===== config.mk =====
export PLATFORM = sky130hd
export DESIGN_NAME = rgb_to_hsv_stream
export DESIGN_NICKNAME = d
export VERILOG_FILES = /design/src/rtl/rgb_to_hsv_stream.sv
export SDC_FILE = /design/constraint.sdc
export NUM_CORES = 1
export LEC_CHECK = 0
export CELL_PAD_IN_SITES_DETAIL_PLACEMENT = 0
export CELL_PAD_IN_SITES_GLOBAL_PLACEMENT = 1
export CORE_MARGIN = 3
export CORE_UTILIZATION = 30
export CTS_CLUSTER_SIZE = 10
export DETAILED_ROUTE_END_ITERATION = 8
export PLACE_DENSITY = 0.59
export REMOVE_ABC_BUFFERS = 1
export SETUP_SLACK_MARGIN = 0.4
export SLEW_MARGIN = 0
export SYNTH_ARGS = -nofsm -noshare
export SYNTH_HDL_FRONTEND = slang
export SYNTH_SLANG_ARGS = --single-unit

===== constraint.sdc =====
create_clock -name clk -period 12.8 [get_ports clk]
set_clock_uncertainty 0.2 [all_clocks]
set_input_delay 1.28 -clock clk [delete_from_list [all_inputs] [get_ports clk]]
set_output_delay 1.28 -clock clk [all_outputs]
set_load 0.01 [all_outputs]

===== src/rtl/rgb_to_hsv_stream.sv =====
// Streaming RGB555 -> HSV converter built around one shared 11-step restoring divider.
// Defining HSV_BLACK_FASTPATH_EN lets pixels with max < BLACK_VAL skip straight to output.
module rgb_to_hsv_stream #(
  parameter int unsigned BLACK_VAL = 4
) (
  input  logic       clk,
  input  logic       rst_n,
  input  logic       in_valid,
  output logic       in_ready,
  input  logic [4:0] red,
  input  logic [4:0] green,
  input  logic [4:0] blue,
  input  logic [9:0] horiz_count_in,
  output logic [8:0] hue,
  output logic [4:0] saturation,
  output logic [4:0] value,
  output logic [9:0] horiz_count,
  output logic       write
);
  typedef enum logic [2:0] {IDLE, MINMAX, DIV_S, DIV_H, HUE, OUT} state_t;
  typedef enum logic [1:0] {DOM_R, DOM_G, DOM_B} dom_t;
  localparam logic [3:0] LAST_ITER = 4'd10;

  state_t      state, state_next;
  logic [4:0]  r_q, g_q, b_q;
  logic [9:0]  col_q;
  logic [4:0]  max_q, delta_q, d_abs_q, sat_q;
  logic        d_neg_q;
  dom_t        dom_q;
  logic [5:0]  q_h;
  logic [10:0] div_num;
  logic [5:0]  div_rem;
  logic [4:0]  div_den;
  logic [3:0]  iter;

  // Channel ordering on the captured pixel; ties favour r, then g.
  logic [4:0] mx, mn, dl, d_abs;
  logic [5:0] d;
  dom_t       dom;
  logic       black_hit;

  always_comb begin
    // NOTE: every always_comb output gets a default first so no path can infer a latch.
    dom = DOM_R;
    mx  = r_q;
    d   = {1'b0, g_q} - {1'b0, b_q};
    if (r_q >= g_q && r_q >= b_q) begin
      dom = DOM_R;
      mx  = r_q;
      d   = {1'b0, g_q} - {1'b0, b_q};
    end else if (g_q >= b_q) begin
      dom = DOM_G;
      mx  = g_q;
      d   = {1'b0, b_q} - {1'b0, r_q};
    end else begin
      dom = DOM_B;
      mx  = b_q;
      d   = {1'b0, r_q} - {1'b0, g_q};
    end
    mn = r_q;
    if (g_q < mn) mn = g_q;
    if (b_q < mn) mn = b_q;
    dl    = mx - mn;
    d_abs = d[5] ? 5'(-d) : d[4:0];
  end

`ifdef HSV_BLACK_FASTPATH_EN
  assign black_hit = (32'(mx) < BLACK_VAL);
`else
  assign black_hit = 1'b0;
  // BLACK_VAL only matters when the dark fast path is built in.
  logic unused_black_val;
  assign unused_black_val = (BLACK_VAL == 0);
`endif

  // One restoring step: shift in the next numerator bit, subtract if it fits.
  logic [6:0]  rem_sh;
  logic        div_ge;
  logic [5:0]  rem_next;
  logic [10:0] quo_next;

  always_comb begin
    rem_sh   = {div_rem, div_num[10]};
    div_ge   = (rem_sh >= {2'b00, div_den});
    rem_next = div_ge ? 6'(rem_sh - {2'b00, div_den}) : rem_sh[5:0];
    quo_next = {div_num[9:0], div_ge};
  end

  logic [8:0] base, hue_calc;

  always_comb begin
    case (dom_q)
      DOM_G:   base = 9'd120;
      DOM_B:   base = 9'd240;
      default: base = 9'd0;
    endcase
    if (d_neg_q)
      hue_calc = (base < 9'(q_h)) ? base + 9'd360 - 9'(q_h) : base - 9'(q_h);
    else
      hue_calc = base + 9'(q_h);
    if (hue_calc == 9'd360 || delta_q == 5'd0) hue_calc = 9'd0;
  end

  always_comb begin
    state_next = state;
    case (state)
      IDLE:    if (in_valid) state_next = MINMAX;
      MINMAX:  state_next = black_hit ? OUT : DIV_S;
      DIV_S:   if (iter == LAST_ITER) state_next = DIV_H;
      DIV_H:   if (iter == LAST_ITER) state_next = HUE;
      HUE:     state_next = OUT;
      OUT:     state_next = IDLE;
      default: state_next = IDLE;
    endcase
  end

  assign in_ready = (state == IDLE);

  // NOTE: clocked state uses non-blocking assignments so every flop samples pre-edge values.
  always_ff @(posedge clk) begin
    if (!rst_n) state <= IDLE;
    else        state <= state_next;
  end

  always_ff @(posedge clk) begin
    if (!rst_n) begin
      hue         <= '0;
      saturation  <= '0;
      value       <= '0;
      horiz_count <= '0;
      write       <= 1'b0;
    end else begin
      write <= (state_next == OUT);
      if (state == HUE) begin
        hue         <= hue_calc;
        saturation  <= sat_q;
        value       <= max_q;
        horiz_count <= col_q;
      end else if (state == MINMAX && black_hit) begin
        hue         <= '0;
        saturation  <= '0;
        value       <= mx;
        horiz_count <= col_q;
      end
    end
  end

  // NOTE: datapath registers are always loaded before use, so they carry no reset.
  always_ff @(posedge clk) begin
    case (state)
      IDLE: if (in_valid) begin
        r_q   <= red;
        g_q   <= green;
        b_q   <= blue;
        col_q <= horiz_count_in;
      end
      MINMAX: begin
        max_q   <= mx;
        delta_q <= dl;
        dom_q   <= dom;
        d_neg_q <= d[5];
        d_abs_q <= d_abs;
        div_num <= 11'(dl) * 11'd31;
        div_rem <= '0;
        div_den <= mx;
        iter    <= '0;
      end
      DIV_S: begin
        div_num <= quo_next;
        div_rem <= rem_next;
        iter    <= iter + 4'd1;
        if (iter == LAST_ITER) begin
          sat_q   <= (max_q == 5'd0) ? 5'd0 : quo_next[4:0];
          div_num <= 11'(d_abs_q) * 11'd60;
          div_rem <= '0;
          div_den <= delta_q;
          iter    <= '0;
        end
      end
      DIV_H: begin
        div_num <= quo_next;
        div_rem <= rem_next;
        iter    <= iter + 4'd1;
        if (iter == LAST_ITER) q_h <= (delta_q == 5'd0) ? 6'd0 : quo_next[5:0];
      end
      default: ;
    endcase
  end
endmodule


### Yosys cells after proc, flatten, opt, wreduce, memory -nomap -nowiden

Cells that the tools add are included.

| cells by class | value |
|---|---|
| $add $sub $neg | 11 |
| multiplexer cells | 25 |
| $mul | 2 |
| magnitude comparators | 7 |
| reduce and logical (&&, ||, !) cells | 11 |
| equality and inequality tests | 10 |

Operators by type and width:

| operator | count |
|---|---|
| case mux 11 bit (3 select lines) | 1 |
| two-way mux 5 bit | 6 |
| two-way mux 9 bit | 3 |
| two-way mux 6 bit | 4 |
| case mux 6 bit (3 select lines) | 1 |
| subtractor 5 x 5 -> 6 bit | 3 |
| subtractor 9 x 6 -> 9 bit | 2 |
| case mux 8 bit (2 select lines) | 1 |
| >= comparator 5 bit | 3 |
| case mux 3 bit (5 select lines) | 1 |
| case mux 4 bit (3 select lines) | 1 |
| two-way mux 11 bit | 1 |
| zero test 5 bit | 2 |
| less-than comparator 5 bit | 2 |
| multiplier 5 x 5 -> 10 bit, second input constant | 1 |
| case mux 5 bit (2 select lines) | 1 |
| adder 9 x 6 -> 9 bit | 1 |
| adder 9 bit, second input constant | 1 |
| == test 9 bit, second input constant | 1 |
| less-than comparator 9 x 6 -> 1 bit | 1 |
| multiplier 5 x 4 -> 9 bit, second input constant | 1 |
| two-way mux 3 bit | 3 |
| AND reduction 2 bit | 4 |
| >= comparator 7 x 5 -> 1 bit | 1 |
| 18 further kinds | 20 |

| word-level totals | value |
|---|---|
| input bits | 28 |
| logic and storage cells | 87 |
| register bits | 113 |

### Longest topological paths before layout

Gate-level depths: netlist (run 1).

| logic depth | value |
|---|---|
| depth in word-level cells | 9 |
| gate-level depth with buffers | 35 |

### Worst setup path after synthesis (run 1)

No wires, ideal clock.

| timing path | value |
|---|---|
| kind | register to register |
| start | register r_q[0] |
| end | register div_num[9] (data pin) |
| data arrival time | 6.740 ns |
| clock period less this slack | 7.209 ns |
| setup slack | 5.591 ns |
| cell stages (with the launch flop) | 32 |
| library setup time | 0.269 ns |
| path through | edfxtp_1 > inv_1 > ha_1 > inv_1 > fa_1 > nand3_1 > and2_4 > o21bai_1 > nand2_1 > nor2_1 > a21oi_1 > ha_1 > or2_2 > a21oi_1 > a31oi_1 > a31oi_1 > mux2_2 > fa_1 > xnor2_1 > fa_1 > inv_1 > fa_1 > inv_1 > fa_1 > inv_1 > ha_1 > a21oi_1 > nor2b_1 > o21a_1 > o41a_1 > xnor2_1 > a21oi_1 |

| between the ends | value |
|---|---|
| word-level cells in the longest chain between the ends | 7 |
| elaborated cells between the ends (all ways) | 11 |

Ends and longest elaborated chain:

| what | line | RTL |
|---|---|---|
| start, declared | 25 | `logic [4:0] r_q, g_q, b_q;` |
| start signal, assigned | 152 | `r_q <= red;` |
| less-than comparator 5 bit | 61 | `if (g_q < mn) mn = g_q;` |
| two-way mux 5 bit | 61 |  |
| less-than comparator 5 bit | 62 | `if (b_q < mn) mn = b_q;` |
| two-way mux 5 bit | 62 |  |
| subtractor 5 bit (*) | 63 | `dl = mx - mn;` |
| multiplier 5 x 5 -> 10 bit (*) | 163 | `div_num <= 11'(dl) * 11'd31;` |
| case mux 11 bit (3 select lines) (*) | 150 | `case (state)` |
| end signal, assigned | 163 |  |
| end signal, assigned | 169 | `div_num <= quo_next;` |
| end signal, assigned | 174 | `div_num <= 11'(d_abs_q) * 11'd60;` |
| end, declared | 31 | `logic [10:0] div_num;` |

Every way passes the cells marked *; elsewhere a longest branch is shown, timed or not.
A chain may end at the register's enable or synchronous reset.

### Final worst setup path (run 1)

Same ends and word-level chain as after synthesis.

==> metrics, run 1 <==
relative slew slack=36.95%; Iter 0 DRT Violations=297; CP max stage delay=550 ps; Final ANT Viol Nets=0; Top FF cell, synth=edfxtp_1; adder-cell share of the synthesized area=17.91%; Resized cells post-CTS=0; critical path class=register to register; Seq pwr share=20.4%; Post-synth top cells=nand2_1 (85), edfxtp_1 (80), ha_1 (78), inv_1 (71), nor2_1 (40); post-synthesis cell area=7571 um2; RSZ-0062 raised after global routing=no; Final WS setup=5060 ps; achievable frequency=0.1292 GHz; Crit path required time=12750 ps; # clock sinks=113; mux contribution to synthesized area=3.421%; # IOs=59; layout cells sized above 1=9.792%; Crit. End Element=register; Avg Inst Size Synth=10.23 um2; Cell Pwr Density=303.4 nW/um2; Chip Height=164.9 um; number of synthesized register bits=113; row cnt=57; cells after synthesis=740; final hold vios=0; drt first pass iters=4; CTS Hold Bufs=0; Slowest cell on crit path=fa_1; Critical R2R Launch=r_q[0]; fin crit share=60.47%; top post-synthesis cells by area=edfxtp_1 (32%), ha_1 (13%), dfxtp_1 (8.7%); Post-Route Setup TNS=0 ps; max-slew violation count=0; nets@finish=929; crit-path max FO=6; post-synthesis simple-gate area fraction=12.73%; Max-Cap Viols=0; worst reg2reg path depth=31; Synth-to-Final Area Change=21.12%; Reg clk slew, reported paths=60 ps; Cell Int Power=0.001660 W; synth warn=0; CTS Buf Count=17; via count=5383; reg-to-reg setup timing slack=5060 ps; Post-synth EDFFs=80; crit path from=r_q[0]; worst endpoint data arrival time=7690 ps; VDD IR max=0.0003026 V; die width=164.9 um; Switching Fraction=40.36%; first-pass GRT wire length=28.56 mm; Compound-Gate Fraction of Synth Area=16.38%; static leakage=3.681 nW; Worst Hold Launch=hue[5]; top cell type's share of synthesized area=31.73%; clock tree buffer depth=2; most common cell in the netlist=nand2_1; Slew @ Worst Pin=939.5 ps; CTS Root Cell=clkbuf_16; final setup vio count=0; Worst R2R End=div_num[9]; Avg Vias per Cell=4.718; RePlAce Congestion=0.8064; Total GRT Usage=13.57%; post-route minimum period=7740 ps; cell taking the most area after synthesis=edfxtp_1; worst min-delay path class=register to register; Residual DRC=0; dpl hpwl=13.87 mm; WL/cell=15.64 um; largest net degree at the start of global routing=27; Startpoint Class=register; grt ovf=0; Place WS=5023 ps; Post-Synth XOR/XNOR Area=4.280%; met3 Use GR=2.759%; met2 usage=23.24%; hold path endpoint=hue[5]; Initial Utilization=30.86%; Clock Power Share=18.8%; main combinational cell family by area after synthesis=adder cells; hold path depth=2; Fin Hold WS=259.4 ps; combinational share of power=60.8%; Die ar.=27180 um2; IO buf count=58; Worst-Skew Late Latency=420 ps; met1 Usage GRT=17.73%; TritonCTS clock tree=built; initial antenna violation count=0; status=finished, final reports clean; FILL cells=2488; routed wire length=17.84 mm; vias in the first global route=5389; busiest grt layer=met2; sequential-to-total area share from yosys stat=40.46%; htree depth=4; asr flop ratio synth=0%; n_diodes=0; sw power=0.001123 W; Core Footprint=24530 um2; setup bufs post-CTS=0; post-synthesis cell type count=74
-- how the worst max path moves through the flow --
stage | endpoint | slack [ps] | depth (start not counted)
2_1_floorplan | div_num[9] | 5590 | 31
3_3_place_gp | div_num[9] | 5130 | 31
3_5_place_dp | div_num[9] | 5020 | 31
4_1_cts | div_num[9] | 5020 | 31
5_1_grt | div_num[9] | 4480 | 31
6_report | div_num[9] | 5060 | 31
-- layout by cell type (no fill, tap or decap), types with 7 or more instances in the layout --
cell type        Yosys  routed
o21ai_0             33      32
nor2b_1             18      18
clkbuf_16            0      17
inv_1               71      71
buf_4                2       7
o21a_1               7       7
edfxtp_1            80      80
a21oi_1             27      27
o211ai_1             9       9
clkdlybuf4s50_1      0      58
or2_2                7       7
and2_1               7       7
nor2_1              40      39
mux2i_1             15      15
mux2_2               7       7
a21o_1              14      14
nor3_1               9       9
ha_1                78      78
o21ai_1              7       8
fa_1                19      19
nand2_1             85      85
xor2_1              12      12
xnor2_1             25      25
dfxtp_1             33      33
a21boi_0            23      23
-- sequential cells by signal (all words and copies together), names as in the netlist, 6 cells and up --
name and count:
div_rem 6, col_q 10, div_num 11, hue 9, horiz_count 10, q_h 6
-- critical path, delay by kind of cell (launching register included) --
| family | cells | cell delay (ps) |
|---|---|---|
| flops | 1 | 430 |
| mux | 1 | 430 |
| buf+inv | 5 | 300 |
| compound gates | 9 | 1690 |
| xor+xnor | 2 | 390 |
| fa+ha+maj | 8 | 3090 |
| simple gates | 6 | 900 |
-- layout make-up --
| class | instances | area (um2) | share of cell area, % |
|---|---|---|---|
| multi-input combinational | 536 | 4156 | 45.33 |
| sequential | 113 | 3063 | 33.40 |
| timing repair buffer | 65 | 633.1 | 6.904 |
| clock buffer | 17 | 425.4 | 4.639 |
| tap | 324 | 405.4 | 4.421 |
| inverter | 71 | 266.5 | 2.906 |
| clock inverter | 15 | 220.2 | 2.401 |
-- metal layers --
layer  part of all wire, %  up-vias
met1                    47     2561
met5                     0        -
li1                      -     2751
met2                    49       60
met3                   2.5       11
met4                  0.64        0
-- power by group through the flow --
stage | Sequential [W] | Clock, W | Combinational, W
after global placement | 0.000576 | 0 | 0.00173
after global routing | 0.000573 | 0.000552 | 0.00197
after floorplan | 0.000562 | 0 | 0.00137
after detailed placement | 0.000575 | 0 | 0.00172
after CTS | 0.000568 | 0.000536 | 0.00174
final | 0.000567 | 0.000523 | 0.00169
-- kinds of logic (layout without fill, tap and decap cells) --
kind of cell | Yosys count | in the layout
AOI/OAI and AO/OA | 177 | 177
DFF | 113 | 113
xor gates and xnor gates | 37 | 37
and+or+nand+nor | 201 | 201
buffers and inverters | 91 | 168
adders and majority gates | 97 | 97
muxes | 24 | 24
-- per-stage QoR --
step                std cells  total power (W)  area, um2  util, %
floorplan                 720         0.001936       7472        -
global placement         1109         0.002310       8524    34.75
detailed placement       1109         0.002297       8524    34.75
CTS                      1141         0.002842       9170    37.38
global route             1141         0.003101       9170    37.38
finish                   1141         0.002783       9170    37.38
No activity file was read; power rests on OpenSTA's default activity.
==> inputs of run 2 (changes only) <==
PLACE_DENSITY = 0.61   (was 0.59)
clock period = 6.5 ns   (was 12.8 ns; I/O delays follow)
==> metrics, run 2 (synthesis results as in run 1) <==
Final WS setup=-283.8 ps (-5344 ps); htree depth=4 (unchanged); worst endpoint data arrival time=6720 ps (-970 ps); CTS Buf Count=17 (unchanged); met2 usage=24.81% (+1.6 points); CTS Hold Bufs=0 (unchanged); Seq pwr share=16.2% (-4.2 points); Core Footprint=24530 um2 (unchanged); Worst Hold Launch=horiz_count[1]; CP max stage delay=520 ps (-30 ps); worst min-delay path class=register to register; final hold vios=0 (unchanged); Critical R2R Launch=g_q[0]; commonest non-fill, non-tap cells in the layout=buf_4 (89), nand2_1 (83), edfxtp_1 (80); clock tree buffer depth=2 (unchanged); met3 Use GR=3.035% (+0.28 points); via count=5709 (+6.1%); n_diodes=0 (unchanged); Switching Fraction=37.57% (-2.8 points); Chip Height=164.9 um (unchanged); layout cells sized above 1=21.31% (+12 points); busiest grt layer=met2; WL/cell=15.28 um (-2.3%); grt ovf=0 (unchanged); initial antenna violation count=0 (unchanged); drt first pass iters=4 (unchanged); crit-path max FO=5 (-1); row cnt=57 (unchanged); Startpoint Class=register; IO buf count=58 (unchanged); CP most frequent cell=buf_4; Largest register FFs=11 (unchanged); Post-Route Setup TNS=-701.9 ps (-701.9 ps); RSZ-0062 raised after global routing=yes; fin util=40.40% (+3.0 points); Initial Utilization=30.86% (unchanged); die width=164.9 um (unchanged); worst reg2reg path depth=32 (+3.2%); Avg Vias per Cell=4.660 (-1.2%); Max-Cap Viols=0 (unchanged); fin crit share=104.4% (+44 points); Die ar.=27180 um2 (unchanged); most flop-heavy register=div_num; Residual DRC=0 (unchanged); Slew @ Worst Pin=878.5 ps (-60.94 ps); reg-to-reg setup timing slack=-280 ps (-5340 ps); Top Registers=div_num (11), col_q (10), horiz_count (10); hold path endpoint=horiz_count[1]; sw power=0.002593 W (+130%); dpl hpwl=14.23 mm (+2.6%); status=complete, but fails checks; most common cell after layout, fill and taps aside=buf_4; FILL cells=2444 (-1.8%); RePlAce Congestion=0.8210 (+1.8%); combinational share of power=70.1% (+9.3 points); Worst R2R End=div_num[9]; critical path class=register to register; Slowest cell on crit path=fa_1; # clock sinks=113 (unchanged); max-slew violation count=0 (unchanged); routed wire length=18.72 mm (+4.9%); # IOs=59 (unchanged); Clock Power Share=13.7% (-5.1 points); cell area after layout=9911 um2 (+8.1%); vias in the first global route=5705 (+5.9%); post-route minimum period=6784 ps (-956.3 ps); Crit. End Element=register; largest net degree at the start of global routing=27 (unchanged); failing checks=setup timing; placed instance area=9027 um2 (+5.9%); met1 Usage GRT=18.17% (+0.44 points); relative slew slack=41.29% (+4.3 points); Total GRT Usage=14.22% (+0.66 points); first-pass GRT wire length=29.88 mm (+4.6%); achievable frequency=0.1474 GHz (+14%); Cell Pwr Density=696.5 nW/um2 (+130%); Worst-Skew Late Latency=420 ps (about the same); CTS Root Cell=clkbuf_16; TritonCTS clock tree=built; Synth-to-Final Area Change=30.90%; nets@finish=1013 (+9.0%); Crit path required time=6440 ps (-6310 ps); final setup vio count=4 (+4); Reg clk slew, reported paths=60 ps (about the same); Cell Int Power=0.004309 W (+160%); Iter 0 DRT Violations=263 (-11%); Final ANT Viol Nets=0 (unchanged); static leakage=4.073 nW (+11%); hold path depth=2 (unchanged); VDD IR max=0.001076 V (+260%)
-- run 2: stage by stage --
stage	hold WS (ps)	setup WS [ps]	std cells	power, W
6_report	260.7	-283.8	1225	0.006902
5_1_grt	268.7	-580.4	1225	0.007634
4_1_cts	264.5	-307.6	1218	0.006719
3_5_place_dp	249.7	-690.7	1176	0.005264
3_3_place_gp	243.4	-584.2	1176	0.005252
2_1_floorplan	271.9	-711.0	720	0.003812
-- run 2: worst max-delay path by stage --
stage                start          to  slack [ps]  cells after the start
finish              g_q[0]  div_num[9]        -280                     32
global route        r_q[0]  div_num[9]        -580                     36
CTS                 r_q[0]  div_num[9]        -310                     35
detailed placement  r_q[0]  div_num[9]        -690                     32
global placement    r_q[0]  div_num[9]        -580                     32
floorplan           r_q[0]  div_num[9]        -710                     31
-- run 2: final cells by class --
class | instances | area (um2) | share of cell area, %
inverter | 71 | 266.5 | 2.689
clock inverter | 12 | 131.4 | 1.326
sequential | 113 | 3063 | 30.91
multi-input combinational | 536 | 4307 | 43.45
tap | 324 | 405.4 | 4.090
timing repair buffer | 149 | 1271 | 12.83
clock buffer | 20 | 466.7 | 4.709
-- run 2: worst max-delay path, delay by kind of cell (launching register included) --
kind            cells  cell delay [ps]
simple gates        5              530
xor+xnor            2              330
fa+ha+maj           8             2730
flops               1              390
compound gates      8             1240
buf+inv             8              760
mux                 1              320
-- run 2: power groups by stage --
stage               logic [W]  registers, W  clock network, W
global placement      0.00412       0.00113                 0
floorplan             0.00270       0.00111                 0
global route          0.00551       0.00113          0.000996
detailed placement    0.00413       0.00114                 0
finish                0.00484       0.00112          0.000946
CTS                   0.00463       0.00112          0.000964
-- run 2: metal layers --
metal / wire, um / vias to the layer above
met1: 8678 / 2703
met4: 155 / 0
met3: 409 / 10
met5: 0 / -
met2: 9478 / 68
li1: - / 2928
-- run 2: repair_timing --
action | 4_1_cts | 5_1_grt
pin swaps | 16 | 8
endpoints found under the setup margin | 6 | 7
gates resized for setup | 28 | 14
buffers inserted | 10 | 7
==> inputs of run 3 (changes only) <==
GPL_TIMING_DRIVEN = 0   (was default)
==> metrics, run 3 (synthesis results as in run 1) <==
status=complete, but fails checks; failing checks=setup timing; Max-Cap Viols=0 (unchanged); Total GRT Usage=13.63% (-0.59 points); layout cells sized above 1=15.63% (-5.7 points); Startpoint Class=register; Chip Height=164.9 um (unchanged); Slowest cell on crit path=fa_2; post-route minimum period=6978 ps (+193.7 ps); final hold vios=0 (unchanged); n_diodes=0 (unchanged); TritonCTS clock tree=built; Largest register FFs=11 (unchanged); CTS Root Cell=clkbuf_16; largest net degree at the start of global routing=27 (unchanged); CTS Hold Bufs=0 (unchanged); Worst-Skew Late Latency=420 ps (about the same); most flop-heavy register=div_num; Slew @ Worst Pin=1141 ps (+262.3 ps); Initial Utilization=30.86% (unchanged); Fin Hold WS=257.8 ps (-2.870 ps); row cnt=57 (unchanged); routed wire length=17.99 mm (-3.9%); htree depth=4 (unchanged); Top Registers=div_num (11), col_q (10), horiz_count (10); RSZ-0062 raised after global routing=yes; CTS Buf Count=17 (unchanged); commonest non-fill, non-tap cells in the layout=nand2_1 (84), edfxtp_1 (80), ha_1 (73); # clock sinks=113 (unchanged); fin crit share=107.3% (+3.0 points); Core Footprint=24530 um2 (unchanged); die width=164.9 um (unchanged); critical path class=register to register; achievable frequency=0.1433 GHz (-2.8%); Avg Vias per Cell=4.694 (+0.73%); WL/cell=15.48 um (+1.3%); clock tree buffer depth=2 (unchanged); reg-to-reg setup timing slack=-480 ps (-190 ps); drt first pass iters=4 (unchanged); Die ar.=27180 um2 (unchanged); RePlAce Congestion=0.7990 (-2.7%); Final ANT Viol Nets=0 (unchanged); relative slew slack=23.36% (-18 points); nets@finish=950 (-6.2%); # IOs=59 (unchanged); CP max stage delay=540 ps (+20 ps); via count=5455 (-4.4%); grt ovf=0 (unchanged); Final WS setup=-477.5 ps (-193.7 ps); dpl hpwl=13.39 mm (-5.9%); crit-path max FO=5 (unchanged); max-slew violation count=0 (unchanged); most common cell after layout, fill and taps aside=nand2_1; Synth-to-Final Area Change=25.42%; first-pass GRT wire length=28.81 mm (-3.6%); final setup vio count=4 (unchanged); Crit path required time=6450 ps (about the same); IO buf count=58 (unchanged); vias in the first global route=5502 (-3.6%); Crit. End Element=register; CP most frequent cell=inv_2; Iter 0 DRT Violations=291 (+11%); Reg clk slew, reported paths=50 ps (about the same); worst min-delay path class=register to register; worst endpoint data arrival time=6930 ps (+210 ps); FILL cells=2492 (+2.0%); initial antenna violation count=0 (unchanged); Residual DRC=0 (unchanged)
-- run 3: changes by cell type in the layout (fill, tap and decap cells not counted), moves of 2 or more --
cell	change
clkinvlp_4	-3
a31oi_1	-2
a31oi_4	+2
buf_4	-65
clkinv_2	+3
nand2_2	-2
xnor2_1	-2
-- run 3: area by class of cell --
cell class / instances / area, um2 / area share (%)
Sequential cell: 113 / 3063 / 32.26
Timing Repair Buffer: 86 / 809.5 / 8.525
Clock inverter: 11 / 110.1 / 1.160
Multi-Input combinational cell: 536 / 4370 / 46.03
Tap cell: 324 / 405.4 / 4.269
Clock buffer: 21 / 470.5 / 4.955
Inverter: 71 / 266.5 / 2.807
-- run 3: path summary, 6_finish.rpt --
| path | start | end | cells past startpoint |
|---|---|---|---|
| min | hue[5] | hue[5] | 2 |
| max | r_q[0] | div_num[9] | 34 |
| max reg2reg | r_q[0] | div_num[9] | 34 |
| min reg2reg | hue[5] | hue[5] | 2 |
-- run 3: per-layer routing --
metal	GRT usage, %	vias up	part of all wire (%)
li1	-	2789	-
met1	17.89	2581	47
met4	2.859	0	0.53
met5	0	-	0
met2	23.24	75	49
met3	2.809	10	3.0
-- run 3: stage by stage --
stage / TNS [ps] / instances / utilization, % / instance area [um2] / worst slack (ps)
2_1_floorplan: -2224 / 720 / - / 7472 / -711.0
3_3_place_gp: -9000 / 1102 / 34.48 / 8458 / -1836
3_5_place_dp: -9462 / 1105 / 34.68 / 8509 / -1886
4_1_cts: -1919 / 1156 / 38.45 / 9434 / -627.2
5_1_grt: -2961 / 1162 / 38.70 / 9495 / -741.6
6_report: -1359 / 1162 / 38.70 / 9495 / -477.5
-- run 3: critical path, delay by kind of cell, from the launching register on --
kind / cells / cell delay (ps)
adder cells (fa/ha/maj): 9 / 3270
AO/OA/AOI/OAI: 10 / 1520
AND/OR/NAND/NOR: 7 / 800
flip-flops: 1 / 380
buffers and inverters: 7 / 330
XOR/XNOR: 1 / 210
-- run 3: repair_timing --
item / CTS / global route
setup endpoints to repair: 8 / 7
buffers inserted: 19 / 6
pin swaps: 17 / 14
resized for setup: 42 / 7
Power of run 3 is not shown: default switching activity piles up to over one toggle a cycle in this logic, so the estimate is an artifact.
